==> config.mk <==
export PLATFORM = sky130hd
export DESIGN_NAME = softusb_dmem_arbiter
export DESIGN_NICKNAME = d
export VERILOG_FILES = /design/src/rtl/softusb_dmem_arbiter.sv
export SDC_FILE = /design/constraint.sdc
export NUM_CORES = 1
export LEC_CHECK = 0
export ABC_AREA = 1
export BUFFER_PORTS_ARGS = -buffer_cell sky130_fd_sc_hd__buf_2
export CORE_ASPECT_RATIO = 1.2
export CORE_MARGIN = 2
export CORE_UTILIZATION = 36
export CTS_BUF_LIST = sky130_fd_sc_hd__clkbuf_8
export DETAILED_ROUTE_END_ITERATION = 16
export PLACE_DENSITY = 0.81
export SLEW_MARGIN = 20
export SYNTH_ARGS = -nofsm -noshare
export SYNTH_HDL_FRONTEND = slang
export SYNTH_SLANG_ARGS = --single-unit
==> constraint.sdc <==
create_clock -name usb_clk -period 1.9 [get_ports usb_clk]
set_clock_uncertainty 0.15 [all_clocks]
set_input_delay 0 -clock usb_clk [delete_from_list [all_inputs] [get_ports usb_clk]]
set_output_delay 0 -clock usb_clk [all_outputs]
set_load 0.05 [all_outputs]
==> src/rtl/softusb_dmem_arbiter.sv <==
// Arbitrates the single-port softusb data memory between the navre CPU and a DMA requester.
// The CPU has priority; a starvation counter forces a one-cycle DMA grant after max_wait denials.
module softusb_dmem_arbiter #(
  parameter int unsigned dmem_width = 13,
  parameter int unsigned max_wait   = 8,
  parameter int unsigned wait_width = 4
) (
  input  logic                  usb_clk,
  input  logic                  usb_rst,

  input  logic                  cpu_re,
  input  logic                  cpu_we,
  input  logic [dmem_width-1:0] cpu_a,
  input  logic [7:0]            cpu_dw,
  output logic [7:0]            cpu_dr,
  output logic                  cpu_stall,

  input  logic                  dma_req,
  input  logic                  dma_we,
  input  logic [dmem_width-1:0] dma_a,
  input  logic [7:0]            dma_dw,
  output logic                  dma_ack,
  output logic [7:0]            dma_dr,
  output logic                  dma_drv,

  output logic                  mem_we,
  output logic [dmem_width-1:0] mem_a,
  output logic [7:0]            mem_dw,
  input  logic [7:0]            mem_dr
);

  localparam logic [wait_width-1:0] MaxWait = wait_width'(max_wait);

  logic                  cpu_act;
  logic                  force_grant;
  logic                  dma_own;
  logic                  cpu_own;
  logic [wait_width-1:0] wait_cnt_q;
  logic [wait_width-1:0] wait_cnt_d;
  logic                  rd_pend_q;
  logic                  rd_pend_d;
  logic [7:0]            dr_q;
  logic [7:0]            dr_d;

  assign cpu_act     = cpu_re | cpu_we;
  assign force_grant = dma_req & (wait_cnt_q == MaxWait);

  // Ownership is suppressed while in reset so no access or handshake escapes.
  assign dma_own = ~usb_rst & (force_grant | (~cpu_act & dma_req));
  assign cpu_own = ~usb_rst & ~force_grant & cpu_act;

  assign cpu_stall = ~usb_rst & force_grant & cpu_act;
  assign dma_ack   = dma_own;

  assign mem_a  = dma_own ? dma_a  : cpu_a;
  assign mem_dw = dma_own ? dma_dw : cpu_dw;
  assign mem_we = dma_own ? dma_we : (cpu_own & cpu_we);

  assign cpu_dr = mem_dr;

  // Read data is presented straight from memory on the pulse cycle, then held.
  assign dma_drv = rd_pend_q;
  assign dma_dr  = rd_pend_q ? mem_dr : dr_q;

  always_comb begin
    wait_cnt_d = wait_cnt_q;
    rd_pend_d  = dma_own & ~dma_we;
    dr_d       = dr_q;
    if (dma_own) begin
      wait_cnt_d = '0;
    end else if (dma_req && cpu_own && (wait_cnt_q != MaxWait)) begin
      wait_cnt_d = wait_cnt_q + wait_width'(1);
    end
    if (rd_pend_q) begin
      dr_d = mem_dr;
    end
  end

  always_ff @(posedge usb_clk or posedge usb_rst) begin
    if (usb_rst) begin
      wait_cnt_q <= '0;
      rd_pend_q  <= 1'b0;
      dr_q       <= 8'h00;
    end else begin
      wait_cnt_q <= wait_cnt_d;
      rd_pend_q  <= rd_pend_d;
      dr_q       <= dr_d;
    end
  end

endmodule
==> impl_metrics.py <==
metrics = {
    "outcome": {
        "run_status": "finished, final reports clean",
    },
    "clock_network": {
        "cts_htree_levels": 1,
        "worstSkewPairLatency_ns": 0.24,
        "clock_tree.buffer_depth": 2,
        "tritoncts_num_sinks": 13,
        "cts_root_buf": "sky130_fd_sc_hd__clkbuf_8",
        "worst_path_clk_slew_ns": 0.05,
        "cts_tree": "yes",
        "cts_made_buffers": 3,
    },
    "final_layout": {
        "antenna-diode-count": 0,
        "layout_common_cells": "75 x sky130_fd_sc_hd__nand2_1, 74 x sky130_fd_sc_hd__buf_2, 18 x sky130_fd_sc_hd__buf_4, 13 x sky130_fd_sc_hd__dfrtp_1, 11 x sky130_fd_sc_hd__dlygate4sd3_1",
        "post-route-cell-area_sq_um": 1700,
        "finalNetCount": 300,
        "drive_gt1_share_pct": 49.8,
        "area_delta_synth_final_pct": 77.4,
        "layoutNonFillerInstCount": 274,
        "mostFrequentLayoutCell": "sky130_fd_sc_hd__nand2_1",
    },
    "sta": {
        "max_slew_margin_vs_limit_pct": 75.3,
        "finalWorstPathRequiredPeriod_ns": 1.82,
        "max_freq_mhz": 550,
        "period_share_pct": 95.7,
        "worst-slew-pin-transition_ns": 0.370,
        "setup-violations-final": 0,
        "final_max_slew_viol_count": 0,
        "finalHoldViolCount": 0,
    },
    "die": {
        "coreArea_sq_um": 2530,
        "starting_utilization_of_the_core_area_pct": 37.8,
        "floorplan.rows": 20,
        "die-height_microns": 60.5,
        "io-pin-count": 97,
        "die_area_sq_um": 3090,
        "die-width_microns": 51.0,
    },
    "worst_setup_path": {
        "critical_path.slowest_cell": "sky130_fd_sc_hd__dfrtp_1",
        "r2r.worst_path.cells": 8,
        "critical-path-max-stage-delay_ns": 0.40,
        "data_arrival_time_of_the_worst_path_ns": 1.67,
        "worst_setup_path_end_kind": "output port",
        "largest_fanout_of_any_net_on_the_critical_path": 6,
        "crit_path_cells": "inv_1 -> ha_2 -> nand3_4 -> a21oi_4 -> buf_4 -> nand2_1 -> nand2_1 -> buf_6",
        "critical_path.most_common_cell": "sky130_fd_sc_hd__nand2_1",
        "worst-endpoint-required_ns": 1.75,
        "r2r_slack_ns": 0.45,
        "r2r-start": "wait_cnt_q[1]",
        "worst_setup_path_start_kind": "flip-flop",
        "crit_type": "flip-flop to output port",
        "worstReg2RegEnd": "wait_cnt_q[3]",
    },
    "grt": {
        "grt_pass1_wl_mm": 4.49,
        "maximum_number_of_pins_on_one_net_before_global_route_repair": 19,
        "grt_pass1_vias": 1105,
        "grt_antenna_before_repair": 0,
        "remaining_global_route_overflow": 0,
        "grtUsageTotal_pct": 19.2,
    },
    "synth": {
        "synth_top_area_share_pct": 34.0,
        "synth_top_cells_by_area": "sky130_fd_sc_hd__dfrtp_1 34%, sky130_fd_sc_hd__nand2_1 30%, sky130_fd_sc_hd__mux2_2 9.4%",
        "synth.yosys.seq_area_share_pct": 34.0,
        "ys_seq_elements": 13,
        "mappedNetlistArea_sq_um": 956,
        "number_of_distinct_library_cell_variants_in_the_gate_level_netlist_after_synthesis": 16,
        "synth_warnings": 0,
        "netlist_instances": 137,
        "post_synth.cell_area_avg_sq_um": 6.98,
        "synth_top_cell_by_area": "sky130_fd_sc_hd__dfrtp_1",
        "syn_nets": 195,
    },
    "pwr": {
        "irDropWorstVdd_v": 0.000690,
        "pwr_density_cell_nw_per_um2": 954,
        "power.static_leakage_nw": 1.01,
        "total_power_of_the_final_layout_mw": 1.62,
    },
    "min_path": {
        "hp-start": "cpu_re",
        "hold-path-cell-count": 5,
        "worst_hold_path.endpoint": "wait_cnt_q[1]",
        "worstHoldPathType": "input port to flip-flop",
    },
    "detailed_routing": {
        "antenna_violating_nets_post_route": 0,
        "drt-initial-drc-count": 12,
        "total_wirelength_of_the_detailed_routed_design_mm": 3.01,
        "post-route-drc-count": 0,
        "via_count": 1223,
        "drt_first_pass_iters": 4,
        "post_drt_via_cell_ratio": 4.46,
        "routedWlPerCell_microns": 11.0,
    },
    "place": {
        "numPlacedInstances": 258,
        "place.detailed.hpwl_mm": 2.38,
        "gp_congestion": 0.820,
        "post_dp_cell_area_sq_um": 1430,
        "port_buffers": 96,
    },
    "flow_run": {
        "max_cap_violations": 0,
    },
}
==> state kept, by name, indices dropped and copies added, names as in the netlist <==
signal,flops
dma_drv,1
dr_q,8
wait_cnt_q,4
==> power by group <==
part	leakage, nW	switching [mW]	total (mW)	internal [mW]
registers	0.161	0.0509	0.428	0.378
clock network	0.0269	0.0891	0.231	0.142
logic	0.823	0.651	0.959	0.307
==> cell usage after synthesis, drive strengths merged <==
library cell and instances:
nand2 76, buf 13, dfrtp 13, inv 9, mux2 8, nor2 8, nand3 4, ha 2
o21ai 2, a21boi 1, a21oi 1
==> worst max path at each step <==
stage | start | end | depth (start not counted)
after detailed placement | wait_cnt_q[0] | mem_dw[0] | 8
final | wait_cnt_q[1] | mem_a[6] | 8
after global routing | wait_cnt_q[1] | mem_dw[7] | 8
after global placement | wait_cnt_q[0] | mem_a[6] | 9
after CTS | wait_cnt_q[0] | mem_dw[0] | 8
after floorplan | wait_cnt_q[0] | mem_a[11] | 7
==> what timing repair did <==
item	in CTS	in global routing
gates resized for setup	21	15
hold endpoints to repair	23	0
buffers inserted	0	1
setup endpoints to repair	21	23
hold buffers	11	0
gates cloned	0	0
==> logic make-up after synthesis <==
logic type	share of synthesized area, %
fa+ha+maj	2.62
mux	9.42
flops	34.0
buf+inv	14.0
compound gates	3.53
simple gates	36.4
==> through the flow <==
stage / hold slack, ns / utilization, % / TNS, ns / setup slack, ns
floorplan: -0.265 / - / 0 / 0.212
finish: 0.111 / 67.1 / 0 / 0.0825
detailed placement: -0.101 / 56.5 / 0 / 0.228
global placement: -0.105 / 56.5 / 0 / 0.267
global route: 0.176 / 67.1 / -0.0253 / -0.0101
CTS: 0.122 / 64.7 / 0 / 0.0169
==> area by class of cell <==
| class | instances | area (sq um) |
|---|---|---|
| repair buffers | 113 | 741 |
| multi-input cells | 102 | 509 |
| inverters | 9 | 33.8 |
| fillers | 237 | 832 |
| clock inverters | 1 | 3.75 |
| flip-flops and latches | 13 | 325 |
| well taps | 33 | 41.3 |
| clock buffers | 3 | 41.3 |
==> critical path, delay by kind of cell (launching register included) <==
kind / cells / cell delay, ns
adders and majority gates: 1 / 0.18
AOI/OAI and AO/OA: 1 / 0.16
buffers and inverters: 3 / 0.41
and+or+nand+nor: 3 / 0.27
DFF: 1 / 0.40
==> layer usage <==
metal	track usage [%]	share of wire, %	vias to the layer above
li1	-	-	615
met1	20.3	35	528
met2	37.8	52	78
met3	3.94	11	2
met4	5.79	0.76	0
met5	0	0	-
Power figures use the tool's default switching activity.
